File: config.mk
export PLATFORM = sky130hd
export DESIGN_NAME = branch_ctrl
export DESIGN_NICKNAME = d
export VERILOG_FILES = /design/src/rtl/branch_ctrl.sv
export SDC_FILE = /design/constraint.sdc
export NUM_CORES = 1
export LEC_CHECK = 0
export BUFFER_PORTS_ARGS = -buffer_cell sky130_fd_sc_hd__buf_4
export CORE_UTILIZATION = 45
export DETAILED_ROUTE_END_ITERATION = 12
export PLACE_DENSITY_LB_ADDON = 0.2
export SETUP_SLACK_MARGIN = 0.5
export SLEW_MARGIN = 25
export SYNTH_ARGS = -nofsm -noshare
export SYNTH_HDL_FRONTEND = slang
export SYNTH_SLANG_ARGS = --single-unit
File: constraint.sdc
create_clock -name clk -period 9 [get_ports clk]
set_input_delay 0.9 -clock clk [delete_from_list [all_inputs] [get_ports clk]]
set_output_delay 0.9 -clock clk [all_outputs]
set_load 0.005 [all_outputs]
File: src/rtl/branch_ctrl.sv
// Branch/jump resolution controller: operand capture, condition compare, target/link
// generation, fetch redirect, pipeline flush and perf counters. Optional BHT via BRANCH_PRED_EN.

module branch_cmp (
    input  logic [2:0]  op,
    input  logic [31:0] a,
    input  logic [31:0] b,
    output logic        taken
);

    // Condition evaluation for the conditional branch funct3 encodings
    always_comb begin
        taken = 1'b0;
        case (op)
            3'b000:  taken = (a == b);
            3'b001:  taken = (a != b);
            3'b100:  taken = ($signed(a) < $signed(b));
            3'b101:  taken = ($signed(a) >= $signed(b));
            3'b110:  taken = (a < b);
            3'b111:  taken = (a >= b);
            default: taken = 1'b0;
        endcase
    end

endmodule

module branch_ctrl #(
    parameter int FLUSH_CYCLES = 2,
    parameter int BHT_IDX_W    = 6
) (
    input  logic        clk,
    input  logic        rst,
    input  logic        br_valid,
    output logic        br_ready,
    input  logic [2:0]  br_op,
    input  logic        br_is_jal,
    input  logic        br_is_jalr,
    input  logic        br_pred_taken,
    input  logic [31:0] br_pc,
    input  logic [31:0] br_imm,
    input  logic [31:0] rs1_val,
    input  logic [31:0] rs2_val,
    output logic        res_valid,
    output logic        res_taken,
    output logic [31:0] res_link,
    output logic        redirect_valid,
    input  logic        redirect_ready,
    output logic [31:0] redirect_pc,
    output logic        flush,
    output logic        exc_misalign,
    output logic        exc_illegal,
    input  logic [31:0] fetch_pc,
    output logic        fetch_pred_taken,
    output logic [31:0] br_count,
    output logic [31:0] mispred_count
);

    typedef enum logic [1:0] {
        ST_IDLE     = 2'd0,
        ST_EVAL     = 2'd1,
        ST_REDIRECT = 2'd2,
        ST_FLUSH    = 2'd3
    } state_t;

    state_t      state_r, state_s;
    logic [3:0]  flush_cnt_r;
    logic [2:0]  op_r;
    logic        jal_r, jalr_r, pred_r;
    logic [31:0] pc_r, imm_r, rs1_r, rs2_r;
    logic [31:0] redirect_pc_r, br_count_r, mispred_count_r;

    logic        cmp_out_s, illegal_s, taken_s, misalign_s, mispred_s, pred_s;
    logic [31:0] target_s, link_s;
    logic        unused_s;

    branch_cmp u_cmp (
        .op    (op_r),
        .a     (rs1_r),
        .b     (rs2_r),
        .taken (cmp_out_s)
    );

    // Resolution of the captured instruction: direction, target, exceptions
    always_comb begin
        illegal_s = 1'b0;
        taken_s   = 1'b0;
        target_s  = 32'd0;
        link_s    = pc_r + 32'd4;
        if (!jal_r && !jalr_r && (op_r == 3'b010 || op_r == 3'b011)) begin
            illegal_s = 1'b1;
        end else begin
            illegal_s = 1'b0;
        end
        if (jal_r || jalr_r) begin
            taken_s = 1'b1;
        end else if (illegal_s) begin
            taken_s = 1'b0;
        end else begin
            taken_s = cmp_out_s;
        end
        if (jalr_r) begin
            target_s = (rs1_r + imm_r) & ~32'd1;
        end else begin
            target_s = pc_r + imm_r;
        end
        misalign_s = taken_s & target_s[1];
        mispred_s  = !illegal_s && !misalign_s && (taken_s != pred_s);
    end

    // Next-state and output decode
    always_comb begin
        state_s        = state_r;
        br_ready       = 1'b0;
        res_valid      = 1'b0;
        res_taken      = 1'b0;
        res_link       = 32'd0;
        redirect_valid = 1'b0;
        flush          = 1'b0;
        exc_illegal    = 1'b0;
        exc_misalign   = 1'b0;
        case (state_r)
            ST_IDLE: begin
                br_ready = 1'b1;
                if (br_valid) begin
                    state_s = ST_EVAL;
                end else begin
                    state_s = ST_IDLE;
                end
            end
            ST_EVAL: begin
                res_valid    = 1'b1;
                res_taken    = taken_s;
                res_link     = link_s;
                exc_illegal  = illegal_s;
                exc_misalign = misalign_s;
                if (mispred_s) begin
                    state_s = ST_REDIRECT;
                end else begin
                    state_s = ST_IDLE;
                end
            end
            ST_REDIRECT: begin
                redirect_valid = 1'b1;
                if (redirect_ready) begin
                    state_s = ST_FLUSH;
                end else begin
                    state_s = ST_REDIRECT;
                end
            end
            ST_FLUSH: begin
                flush = 1'b1;
                if (flush_cnt_r <= 4'd1) begin
                    state_s = ST_IDLE;
                end else begin
                    state_s = ST_FLUSH;
                end
            end
            default: state_s = ST_IDLE;
        endcase
    end

    // State register
    always_ff @(posedge clk or posedge rst) begin
        if (rst) begin
            state_r <= ST_IDLE;
        end else begin
            state_r <= state_s;
        end
    end

    // Operand capture, redirect target, flush timer and perf counters
    always_ff @(posedge clk or posedge rst) begin
        if (rst) begin
            op_r            <= 3'd0;
            jal_r           <= 1'b0;
            jalr_r          <= 1'b0;
            pred_r          <= 1'b0;
            pc_r            <= 32'd0;
            imm_r           <= 32'd0;
            rs1_r           <= 32'd0;
            rs2_r           <= 32'd0;
            redirect_pc_r   <= 32'd0;
            flush_cnt_r     <= 4'd0;
            br_count_r      <= 32'd0;
            mispred_count_r <= 32'd0;
        end else begin
            if (state_r == ST_IDLE && br_valid) begin
                op_r   <= br_op;
                jal_r  <= br_is_jal;
                jalr_r <= br_is_jalr;
                pred_r <= br_pred_taken;
                pc_r   <= br_pc;
                imm_r  <= br_imm;
                rs1_r  <= rs1_val;
                rs2_r  <= rs2_val;
            end
            if (state_r == ST_EVAL) begin
                br_count_r <= br_count_r + 32'd1;
                if (mispred_s) begin
                    mispred_count_r <= mispred_count_r + 32'd1;
                    redirect_pc_r   <= taken_s ? target_s : link_s;
                end
            end
            if (state_r == ST_REDIRECT && redirect_ready) begin
                flush_cnt_r <= 4'(FLUSH_CYCLES);
            end else if (state_r == ST_FLUSH) begin
                flush_cnt_r <= flush_cnt_r - 4'd1;
            end
        end
    end

    assign redirect_pc   = redirect_pc_r;
    assign br_count      = br_count_r;
    assign mispred_count = mispred_count_r;

`ifdef BRANCH_PRED_EN
    logic [1:0] bht_r [0:(1<<BHT_IDX_W)-1];
    logic [BHT_IDX_W-1:0] upd_idx_s;

    assign upd_idx_s        = pc_r[BHT_IDX_W+1:2];
    assign fetch_pred_taken = bht_r[fetch_pc[BHT_IDX_W+1:2]][1];
    assign pred_s           = pred_r;
    assign unused_s         = ^{fetch_pc, pc_r};

    // Two-bit saturating history, trained only by legal conditional branches
    always_ff @(posedge clk or posedge rst) begin
        if (rst) begin
            for (int i = 0; i < (1 << BHT_IDX_W); i++) begin
                bht_r[i] <= 2'b01;
            end
        end else if (state_r == ST_EVAL && !jal_r && !jalr_r && !illegal_s) begin
            if (cmp_out_s && bht_r[upd_idx_s] != 2'b11) begin
                bht_r[upd_idx_s] <= bht_r[upd_idx_s] + 2'b01;
            end else if (!cmp_out_s && bht_r[upd_idx_s] != 2'b00) begin
                bht_r[upd_idx_s] <= bht_r[upd_idx_s] - 2'b01;
            end
        end
    end
`else
    assign fetch_pred_taken = 1'b0;
    assign pred_s           = 1'b0;
    assign unused_s         = ^{fetch_pc, pred_r, BHT_IDX_W[0]};
`endif

endmodule
==> results of run 1 <==
==> final timing paths <==
kind                                endpoint         start  cells after the start  slack [ps]
hold reg to reg                 br_count[31]  br_count[31]                      1         470
setup / recovery                exc_misalign      rs1_r[1]                     11        4310
min in group clk                br_count[31]  br_count[31]                      1         470
max in group asynchronous    redirect_pc[15]           rst                      4        6530
setup reg to reg              redirect_pc[9]      rs1_r[1]                      9        4780
hold / removal             mispred_count[11]           rst                      2         440
==> stage by stage <==
step	area (sq um)	setup slack, ps	std cells	power (mW)	hold slack, ps
CTS	17200	4320	2090	7.07	445
global placement	16300	4850	2042	5.81	457
detailed placement	16300	4820	2042	5.90	468
finish	17200	4310	2090	7.06	438
global route	17200	4110	2090	7.67	481
floorplan	13900	1650	1414	4.73	465
==> flip-flops by register name (all words and copies together) (netlist names) <==
name and cells:
rs1_r 32, jalr_r 1, br_count 32, op_r 3, jal_r 1, pc_r 32, imm_r 32, redirect_pc 32
flush_cnt_r 4, mispred_count 32, state_r 2, rs2_r 32
==> power by group <==
part / total, mW / internal, mW / switching [mW]
Combinational: 4.04 / 1.83 / 2.21
Clock: 1.13 / 0.686 / 0.444
Sequential: 1.89 / 1.47 / 0.426
Total: 7.06 / 3.98 / 3.07
==> critical path: stages, from the launching register on <==
cell and delay [ps]:
dfrtp_1 480, ha_1 350, nand4_1 90, nor4_1 580, nand3_1 200, and2_1 210, nand2_1 70, nor3_1 60
nor4b_2 710, nor2_1 160, nor3_1 190, buf_4 160
==> synthesized netlist by cell type (all sizes together), types with 4 or more instances <==
library cell  number
dfrtp            235
nand2            144
mux2             101
ha                98
nor2              97
o21ai             91
xnor2             90
a21oi             85
inv               56
xor2              53
nand3             45
nand4             33
a21o              32
clkbuf            31
and3              29
nor3              17
buf               16
and2              15
o211ai            11
o21bai            11
a31oi             10
nor2b             10
a211oi             9
and4               8
o21a               8
or3                7
mux2i              6
o31ai              6
nand2b             5
nor4               5
nor4b              4
==> per-layer routing <==
metal  global-route usage (%)  up-vias  share of wire, %
met5                        0        -                 0
met4                     6.45        0               2.6
met3                     3.02       48               5.7
met2                     35.5      330                43
met1                     34.3     5382                48
li1                         -     5565                 -
==> cell type report <==
class	count	share of cell area, %
Tap cell	396	2.87
Multi-Input combinational cell	1076	44.2
Timing Repair Buffer	279	12.2
Inverter	56	1.26
Sequential cell	235	34.1
Clock inverter	14	0.922
Clock buffer	34	4.43
==> cell families after synthesis <==
family / count (synthesis) / share of synthesized area, %
XOR/XNOR: 143 / 9.00
adder cells (fa/ha/maj): 100 / 9.10
AO/OA/AOI/OAI: 300 / 13.3
AND/OR/NAND/NOR: 425 / 14.6
buffers and inverters: 103 / 3.06
flip-flops: 235 / 42.2
other: 1 / 0.0269
multiplexers: 107 / 8.60
==> results, run 1 <==
- The run finished with clean final reports.
- The DRC marker count from the first detailed-route iteration is 714.
- For this design the ratio of total power to cell area is 409 nW/um^2.
- The post-synthesis cell count is roughly 1400.
- Setup repair after global routing left no endpoint under its margin.
- The fraction of synthesized cell area taken by the top area cell type is between 40% and 50%.
- TritonCTS built the clock tree.
- The reported leakage power is 8.07 nW.
- 0 antenna diodes ended up in the layout.
- After detailed routing, the number of vias per cell comes to approximately 5.4.
- The insertion delay of the later-clocked pin in the worst-skew pair is approximately 540 ps.
- The kind of start point of the critical path is a register.
- The floorplan step set the die height to 178 microns.
- The core region area is 30500 sq um.
- The portion of the post-synthesis area used by sequential elements is 42.2%.
- The initial antenna violation count was 0.
- Based on the critical path, the design can be clocked at up to roughly 210 MHz.
- Wires add up to 36.5 mm.
- The post-route clock period utilization is between 50% and 60%.
- The area of the die is between 30000 and 40000 sq um.
- After clock tree synthesis, the clock-pin slew on the worst setup and hold paths is around 60 ps.
- Global routing used a little under a quarter of the available tracks across all layers.
- The cell area that synthesis handed to floorplanning was between 10000 and 15000 sq um.
- Entering global routing, the biggest net connects between 80 and 90 pins.
- The setup skew after layout is roughly 13 ps.
- Once layout is complete, the utilization of the core stands at around 57%.
- The post-detailed-route wirelength per cell is 17.5 microns.
- Yosys mapped a number of flops with a built-in enable equal to 0.
- Of all flip-flops after synthesis, the portion carrying an async set or reset was 100%.
- The total number of clock tree sinks is 235.
- The count of pins over their slew limit is 0.
- The sort of element at the end of the critical path is an output pin.
- The via count of the first global-routing pass was around 11000.
- At the end of the flow, the number of nets in the layout was 1946.
- The first global-routing pass estimated between 50 and 60 mm of wire.
- The worst path arrival time is 3790 ps.
- Relative to the synthesized area, the layout overhead comes to 23.9%.
- In this run, synthesis produced a sequential element count of about 240.
- Summed over all instances, the cell type with the most area after synthesis is dfrtp_1.
- Counting the buffers created by CTS gives 28.
- The worst IR drop on VDD is 185 uV.
- The weighted congestion reported at the end of routability-driven placement is ~0.90.
- The cell at the root of the clock tree is clkbuf_16.
- The number of nets handed over by synthesis was between 1500 and 2000.
- Setup violations remaining at the end of the flow were counted as 0.
- Measured against its own limit, the worst slew margin works out to roughly 28%.
- The clock period could shrink to ~4700 ps.
- The actual slew at the worst max-slew pin is between 1000 and 1500 ps.
- The antenna violation net count after detailed routing is 0.
- Synthesis instantiated slightly below 70 different standard cells from the library.
- The detailed-router iteration count before antenna repair is 4.
- The library cells used most frequently in the layout, excluding fill and tap cells, are buf_4 (278), dfrtp_1 (235), nand2_1 (144), mux2_2 (101), ha_1 (98).
- Global routing finished with a remaining overflow of 0.
- The number of fillers in the final layout is between 2000 and 3000.
- The floorplan step set the die width to 178 microns.
- Post-CTS repair changed the size of 0 cells.
- Detailed placement finished with a half-perimeter wire length of 27.9 mm.
- The setup path with the least slack is of type register to output pin.
- The number of warning messages in the yosys log is 0.
- In the final layout, the share of cells above drive strength 1 is approximately 26%.
- Post-CTS timing repair inserted 0 buffers for setup.
- The cell row count is 64.
- Across the run, the number of max-cap violations was 0.
- For this design, the CTS-stage hold fixing added 0 buffers.
- The total area of sequential cells is a little under 6000 sq um.
- By area the synthesized netlist is led by dfrtp_1 (42%), ha_1 (8.8%), mux2_2 (8.2%), xnor2_1 (5.7%), nand2_1 (3.9%).
- The multi-input combinational cells in the finished layout cover a total of ~7600 sq um.
- Once the floorplan was initialized, standard cells occupied ~46% of the core.
- The flip-flop cell with the highest count after synthesis is dfrtp_1.
- The total negative setup slack is 0 ps.
- The count of buffers from port buffering is 271.
- The routed via count is 11300.
- The path class of the tightest hold or removal check is input pin to asynchronous set/reset pin.
- In this run the worst path has a maximum fanout of 4.
- In this run the mean area of a mapped cell was about 10 sq um.
- During I/O placement, the number of pins put on the boundary was approximately 300.
- In the routed design, unresolved DRC markers number 0.
- The H-tree depth reported by CTS is 1.
- The critical path data required time is approximately 8100 ps.
- The total count of hold-check failures in the final report is 0.
- The worst-case clock buffer depth is 3.
- The leading cell type in the layout, fill and taps excluded is buf_4.
Power figures use the tool's default switching activity.
==> run 2: changes to the inputs <==
==> constraint.sdc (replaced) <==
create_clock -name clk -period 4.32 [get_ports clk]
set_input_delay 0.432 -clock clk [delete_from_list [all_inputs] [get_ports clk]]
set_output_delay 0.432 -clock clk [all_outputs]
set_load 0.005 [all_outputs]
==> run 2 against run 1 <==
Setup slack got worse by 3700 ps. Register-to-register slack got worse by 3900 ps. Die area did not move. Clock power rose by 100%. First-iteration DRC count fell by 22%. Hold slack got worse by 340 ps. Core utilization rose by 0.34 points. Sequential power rose by 110%. Critical path type unchanged. Critical endpoint unchanged.
==> results, run 2 (same netlist as run 1, synthesis figures left out) <==
- The flow ran to the end, and the final reports show no timing, DRC or antenna violations.
- The worst-path cell with the longest stage delay is dfrtp_1.
- The via count of the first global-routing pass came to 11200 (+2.9%).
- The critical path goes through ha_1, a21o_1, a21o_1, a221oi_2, o211a_1, o21a_1, o311ai_1, nor4b_2, buf_4, nor2_1, nor3_1, buf_4.
- The DRC marker count from the first detailed-route iteration was 555 (-22%).
- The CTS buffer count is 27 (-3.6%).
- The initial antenna violation count was 0 (unchanged).
- The insertion delay of the later-clocked pin in the worst-skew pair is 540 ps (about the same).
- The headroom to the max-slew limit is 39.5% (+11 points).
- The total negative setup slack was 0 ps (unchanged).
- The total count of hold-check failures in the final report is 0 (unchanged).
- The die span in x is 178 microns (unchanged).
- The count of buffers from port buffering is 271 (unchanged).
- The area of the die is 31600 sq um (unchanged).
- The effective utilization at floorplan is 45.6% (unchanged).
- The H-tree depth reported by CTS is 1 (unchanged).
- The worst path arrival time is 3290 ps (-500 ps).
- The count of pins over their slew limit is 0 (unchanged).
- The critical path class is register to output pin.
- The routed via count is 11500 (+1.6%).
- The cell row count is 64 (unchanged).
- Leaving out fill and tap cells, the most frequent cells in the layout are buf_4 (285), dfrtp_1 (234), nand2_1 (144), mux2_2 (101), ha_1 (98).
- The largest net degree at the start of global routing is 95 (+8.0%).
- The overall overflow remaining after global route came to 0 (unchanged).
- Derived from the worst setup path, the maximum achievable clock frequency is 269 MHz.
- The total power per unit cell area came to 857 nW/um^2 (+110%).
- The number of nets in the layout was 1955 (+0.46%).
- The total number of clock tree sinks is 235 (unchanged).
- The worst min-delay path category is input pin to register.
- Setup repair after global routing could not meet its margin everywhere.
- The setup skew after layout was 12.4 ps (-0.879 ps).
- The antenna violation net count after detailed routing is 0 (unchanged).
- The actual slew at the worst max-slew pin was 908 ps (-162 ps).
- The combined buffer and inverter count along the critical path is 2 (+1).
- STA classifies the critical path endpoint as an output pin.
- The worst path in the final design needs a cycle of roughly 3700 ps, including I/O delays and setup.
- The worst setup path is launched from a register.
- The overall track demand over capacity in global routing is 23.5% (+0.22 points).
- The post-layout instance count excluding filler cells was 2099 (+0.43%).
- The die boundary height came to 178 microns (unchanged).
- The global-route wire length before repair is 58.7 mm (+0.95%).
- The fraction of final layout cells with drive strength greater than 1 is 26.4% (+0.57 points).
- The weighted congestion reported at the end of routability-driven placement is 0.900 (+0.26%).
- The total of endpoints with negative setup slack in the final report is 0 (unchanged).
- The critical path data required time is 3890 ps (-4210 ps).
- The total power was 14.9 mW (+110%).
- The total I/O pin count is 306 (unchanged).
- The antenna cell count is 0 (unchanged).
- After layout, the worst path uses approximately 86% of the clock period.
- TritonCTS built the clock tree.
- The reported leakage power is 8.13 nW (+0.76%).
- The clock slew at the register clock pins of the worst setup and hold paths is 60 ps (about the same).
- The worst IR drop on VDD was 370 uV (+100%).
- The worst-case clock buffer depth is 3 (unchanged).
- The number of fillers in the final layout is 2763 (+0.40%).
- The maximum fanout along the worst path is 3 (-1).
- The cell at the root of the clock tree is clkbuf_16.
- Leaving out fill and tap cells, the most frequent cell in the layout is buf_4.
- The number of placed instances, taps included was 2048 (+0.29%).
- The post-DP HPWL is 28.4 mm (+1.9%).
- The peak per-stage delay on the critical path was 430 ps (-280 ps).
- The via-per-instance ratio is 5.48 (+1.2%).
- The core region area is 30500 sq um (unchanged).
- The layout overhead on the synthesized area is 24.6%.
- The DRC violation count after routing is 0 (unchanged).
- The detailed-router iteration count before antenna repair is 5 (+1).
- The post-detailed-route wirelength per cell is 17.6 microns (+0.76%).
- The number of maximum-capacitance violations is 0 (unchanged).
- The post-detailed-routing wire length is 36.9 mm (+1.2%).
- The kind of cell adding the most delay to the critical path is compound AO/OA/AOI/OAI gates.
run 2: per-layer routing:
metal | GRT usage (%) | share of wire (%) | up-vias
met2 | 36.4 | 44 | 327
li1 | - | - | 5587
met5 | 0 | 0 | -
met1 | 33.6 | 47 | 5522
met4 | 7.69 | 3.0 | 0
met3 | 3.15 | 5.8 | 71
run 2: layout make-up:
type	instances	area (sq um)	share of cell area (%)
Clock inverter	14	158	0.909
Sequential cell	235	5880	33.9
Multi-Input combinational cell	1076	7650	44.1
Tap cell	396	495	2.86
Inverter	56	214	1.23
Clock buffer	33	738	4.26
Timing Repair Buffer	289	2210	12.7
run 2: path summary, 6_finish.rpt:
path	from	endpoint	slack, ps	depth (start not counted)
max in group asynchronous	rst	br_count[19]	2870	4
setup / recovery	rs1_r[9]	exc_misalign	600	12
hold reg to reg	br_count[31]	br_count[31]	470	1
setup reg to reg	imm_r[0]	redirect_pc[30]	840	12
hold / removal	rs2_val[10]	rs2_r[10]	100	3
min in group asynchronous	rst	redirect_pc[0]	340	3
run 2: worst register-to-register path: stages (launching register included):
cell      delay, ps
dfrtp_1         450
ha_1            260
fa_1            440
a211oi_1        360
o21bai_1        170
nand4_1         140
a21oi_1         140
a41oi_1         360
a311oi_1        230
a311oi_1        350
xor2_1          190
o21ai_0         100
o22a_1          180
run 2: power by group:
| group | leakage [nW] | total, mW | switching [mW] | internal (mW) |
|---|---|---|---|---|
| clock | 0.442 | 2.30 | 0.916 | 1.39 |
| sequential | 2.92 | 3.94 | 0.887 | 3.06 |
| combinational | 4.77 | 8.62 | 4.71 | 3.90 |
| total | 8.13 | 14.9 | 6.52 | 8.35 |
run 2: per-stage QoR:
step | instance area [sq um] | hold WS (ps) | util [%] | worst slack [ps]
floorplan | 13900 | 465 | - | 810
CTS | 17300 | 77.8 | 56.7 | 545
detailed placement | 16400 | 338 | 53.7 | 785
global route | 17300 | 101 | 56.8 | 460
global placement | 16400 | 339 | 53.7 | 835
finish | 17300 | 96.2 | 56.8 | 597
run 2: timing repair:
item                                    4_1_cts  5_1_grt
gates resized for setup                       1        4
endpoints found under the hold margin         1        0
setup buffers                                 0        3
hold buffers                                  1        0
pin swaps                                     0        4
endpoints found under the setup margin        1        2
==> run 3: changes to the inputs <==
--- a/config.mk
+++ b/config.mk
@@ -8,6 +8,7 @@
 export BUFFER_PORTS_ARGS = -buffer_cell sky130_fd_sc_hd__buf_4
 export CORE_UTILIZATION = 45
 export DETAILED_ROUTE_END_ITERATION = 12
+export MAX_ROUTING_LAYER = met4
 export PLACE_DENSITY_LB_ADDON = 0.2
 export SETUP_SLACK_MARGIN = 0.5
 export SLEW_MARGIN = 25
==> run 3 against run 2 <==
Hold slack worse by 1.4 ps. Critical path type unchanged. Non-clock buffer count unchanged. Combinational power up 0.5%. Routed wire length decreased by 1.0%. Clock-buffer cell count is 5 higher.
==> results, run 3 (same netlist as run 1, synthesis figures left out) <==
- The core region area is 30500 sq um (unchanged).
- Compared with the post-synthesis result, the final layout area differs by 25.4%.
- The logic depth of the worst register-to-register path is 14 (+2).
- The share of power burned in combinational logic is 57.6% (-0.4 points).
- The path with the worst hold slack has its endpoint at rs2_r[24].
- The total negative setup slack was 0 ps (unchanged).
- The worst-path cell with the longest stage delay is dfrtp_2.
- The terminus of the critical flop-to-flop path is redirect_pc[13].
- The total area of sequential cells is 5880 sq um (unchanged).
- The total I/O pin count was 306 (unchanged).
- The worst path arrival time was 3320 ps (+30 ps).
- The post-route clock period utilization is 86.9% (+0.70 points).
- The kind of start point of the critical path is a register.
- The total of endpoints with negative setup slack in the final report is 0 (unchanged).
- The switching part of the total power is 43.6% (-0.25 points).
- The part of the power in the clock network was 16.2% (+0.7 points).
- The count of pins over their slew limit came to 0 (unchanged).
- The area occupied by multi-input gates is 7700 sq um (+0.69%).
- The post-DP HPWL is 28.1 mm (-1.1%).
- The reported leakage power was 8.17 nW (+0.40%).
- The detailed-router iteration count before antenna repair was 6 (+1).
- The number of fillers in the final layout is 2685 (-2.8%).
- The overall overflow remaining after global route is 0 (unchanged).
- The H-tree depth reported by CTS is 1 (unchanged).
- The leading cell type in the layout, fill and taps excluded is buf_4.
- The design internal power is 8.48 mW (+1.6%).
- The worst min-delay path category is input pin to register.
- The cell row count is 64 (unchanged).
- The achievable clock frequency is 266 MHz (-0.80%).
- The total net switching power was 6.56 mW (+0.59%).
- The maximum fanout along the worst path is 3 (unchanged).
- The portion of total power attributed to sequential cells is 26.2% (-0.3 points).
- The total number of clock tree sinks is 235 (unchanged).
- The largest net degree at the start of global routing is 96 (+1.1%).
- The CTS buffer count is 28 (+3.7%).
- The initial antenna violation count is 0 (unchanged).
- The post-detailed-route wirelength per cell is 17.4 microns (-1.1%).
- The insertion delay of the later-clocked pin in the worst-skew pair is 550 ps (about the same).
- Setup repair after global routing could not meet its margin everywhere.
- The worst-case clock buffer depth is 3 (unchanged).
- The clock slew at the register clock pins of the worst setup and hold paths was 60 ps (about the same).
- The critical path class is register to output pin.
- The DRC violation count after routing is 0 (unchanged).
- The die boundary height is 178 microns (unchanged).
- The total power per unit cell area is 861 nW/um^2 (+0.47%).
- The count of buffers from port buffering is 271 (unchanged).
- The global-route wire length before repair is 57.3 mm (-2.3%).
- The worst reg2reg path startpoint is rs1_r[1].
- The area of the die is 31600 sq um (unchanged).
- Traced cell by cell, the critical path runs through ha_4, nor2b_4, o211ai_1, a2111o_1, o211a_1, o211ai_1, o311ai_2, nor4b_2, buf_4, nor2_4, nor3_2, buf_4.
- The number of maximum-capacitance violations is 0 (unchanged).
- The startpoint identified for the worst hold timing path is rs2_val[24].
- The DRC marker count from the first detailed-route iteration is 640 (+15%).
- TritonCTS built the clock tree.
- The via-per-instance ratio is 5.46 (-0.44%).
- The weighted congestion reported at the end of routability-driven placement came to 0.917 (+1.9%).
- The antenna violation net count after detailed routing is 0 (unchanged).
- The worst IR drop on VDD is 496 uV (+34%).
- The effective utilization at floorplan is 45.6% (unchanged).
- The headroom to the max-slew limit is 41.2% (+1.7 points).
- The run finished with clean final reports.
- The peak per-stage delay on the critical path is 430 ps (about the same).
- The top cell types in the final layout, fill and taps aside, are buf_4 (285), dfrtp_1 (234), nand2_1 (144), mux2_2 (101).
- The post-detailed-routing wire length is 36.5 mm (-1.0%).
- The fraction of the core area covered by cells at the end of the flow came to 57.2% (+0.39 points).
- The setup slack after placement is 735 ps (-50.5 ps).
- The setup skew after layout came to 17.4 ps (+4.94 ps).
- The routed via count is 11500 (-0.35%).
- The actual slew at the worst max-slew pin came to 882 ps (-25.3 ps).
- The worst hold-check slack came to 94.8 ps (-1.44 ps).
- The slack of the worst reg-to-reg path is 790 ps (-50 ps).
- The final worst slack is 567 ps (-30.2 ps).
- The total count of hold-check failures in the final report is 0 (unchanged).
- The via count of the first global-routing pass came to 10900 (-2.5%).
- The fraction of final layout cells with drive strength greater than 1 was 26.8% (+0.38 points).
- The critical path data required time is 3890 ps (about the same).
- The cell at the root of the clock tree is clkbuf_16.
- The antenna cell count is 0 (unchanged).
- The minimum period implied by the final worst setup slack came to 3750 ps (+30.2 ps).
- The depth of the worst hold-timing path was 3 (unchanged).
- STA classifies the critical path endpoint as an output pin.
- The number of nets in the layout is 1956 (+0.051%).
- The overall track demand over capacity in global routing is 23.6% (+0.16 points).
- The total power is 15.0 mW (+1.2%).
- The die span in x is 178 microns (unchanged).
## run 3: cell types whose count changed in the layout (fill, tap and decap cells not counted), moves of 2 or more
cell / change
clkinv_2: -4
clkbuf_8: +3
ha_4: +2
ha_1: -2
## run 3: per-stage QoR
| stage | area, sq um | std cells |
|---|---|---|
| after floorplan | 13900 | 1414 |
| after global placement | 16400 | 2047 |
| after detailed placement | 16400 | 2047 |
| after CTS | 17400 | 2097 |
| after global routing | 17500 | 2101 |
| final | 17500 | 2101 |
## run 3: power groups by stage
stage / Combinational (mW) / Sequential, mW / Clock, mW
floorplan: 6.20 / 3.65 / 0
global placement: 8.29 / 3.94 / 0
detailed placement: 8.43 / 3.98 / 0
CTS: 8.50 / 3.94 / 2.48
global route: 9.64 / 4.06 / 2.57
finish: 8.66 / 3.95 / 2.43
## run 3: critical path, delay by kind of cell (launching register included)
family,cells,cell delay [ps]
compound gates,5,1140
simple gates,4,590
flops,1,430
buf+inv,2,350
fa+ha+maj,1,280
## run 3: area by class of cell
cell class | count | share of cell area [%]
clock buffer | 38 | 4.63
clock inverter | 11 | 0.881
inverter | 56 | 1.23
multi-input combinational | 1076 | 44.1
sequential | 235 | 33.7
tap | 396 | 2.84
timing repair buffer | 289 | 12.7
## run 3: routing by layer
metal	track usage [%]	vias up	share of wire [%]
li1	-	5578	-
met1	33.4	5510	48
met2	35.9	324	45
met3	2.36	55	4.4
met4	6.62	0	2.7
met5	-	-	0
## run 3: worst max-delay path by stage
stage / from / endpoint / slack (ps) / cells after the start
after CTS: rs1_r[7] / exc_misalign / 550 / 12
after floorplan: rst / br_count[0] / 810 / 1
final: rs1_r[1] / exc_misalign / 570 / 12
after global placement: rs1_r[7] / redirect_pc[9] / 810 / 12
after detailed placement: rs1_r[7] / redirect_pc[9] / 730 / 12
after global routing: rs1_r[7] / exc_misalign / 410 / 12
## run 3: timing repair
| item | in CTS | in global routing |
|---|---|---|
| setup buffers | 0 | 4 |
| hold buffers | 1 | 0 |
| resized for setup | 1 | 11 |
| endpoints found under the setup margin | 2 | 2 |
| endpoints found under the hold margin | 2 | 0 |
| pin swaps | 0 | 11 |
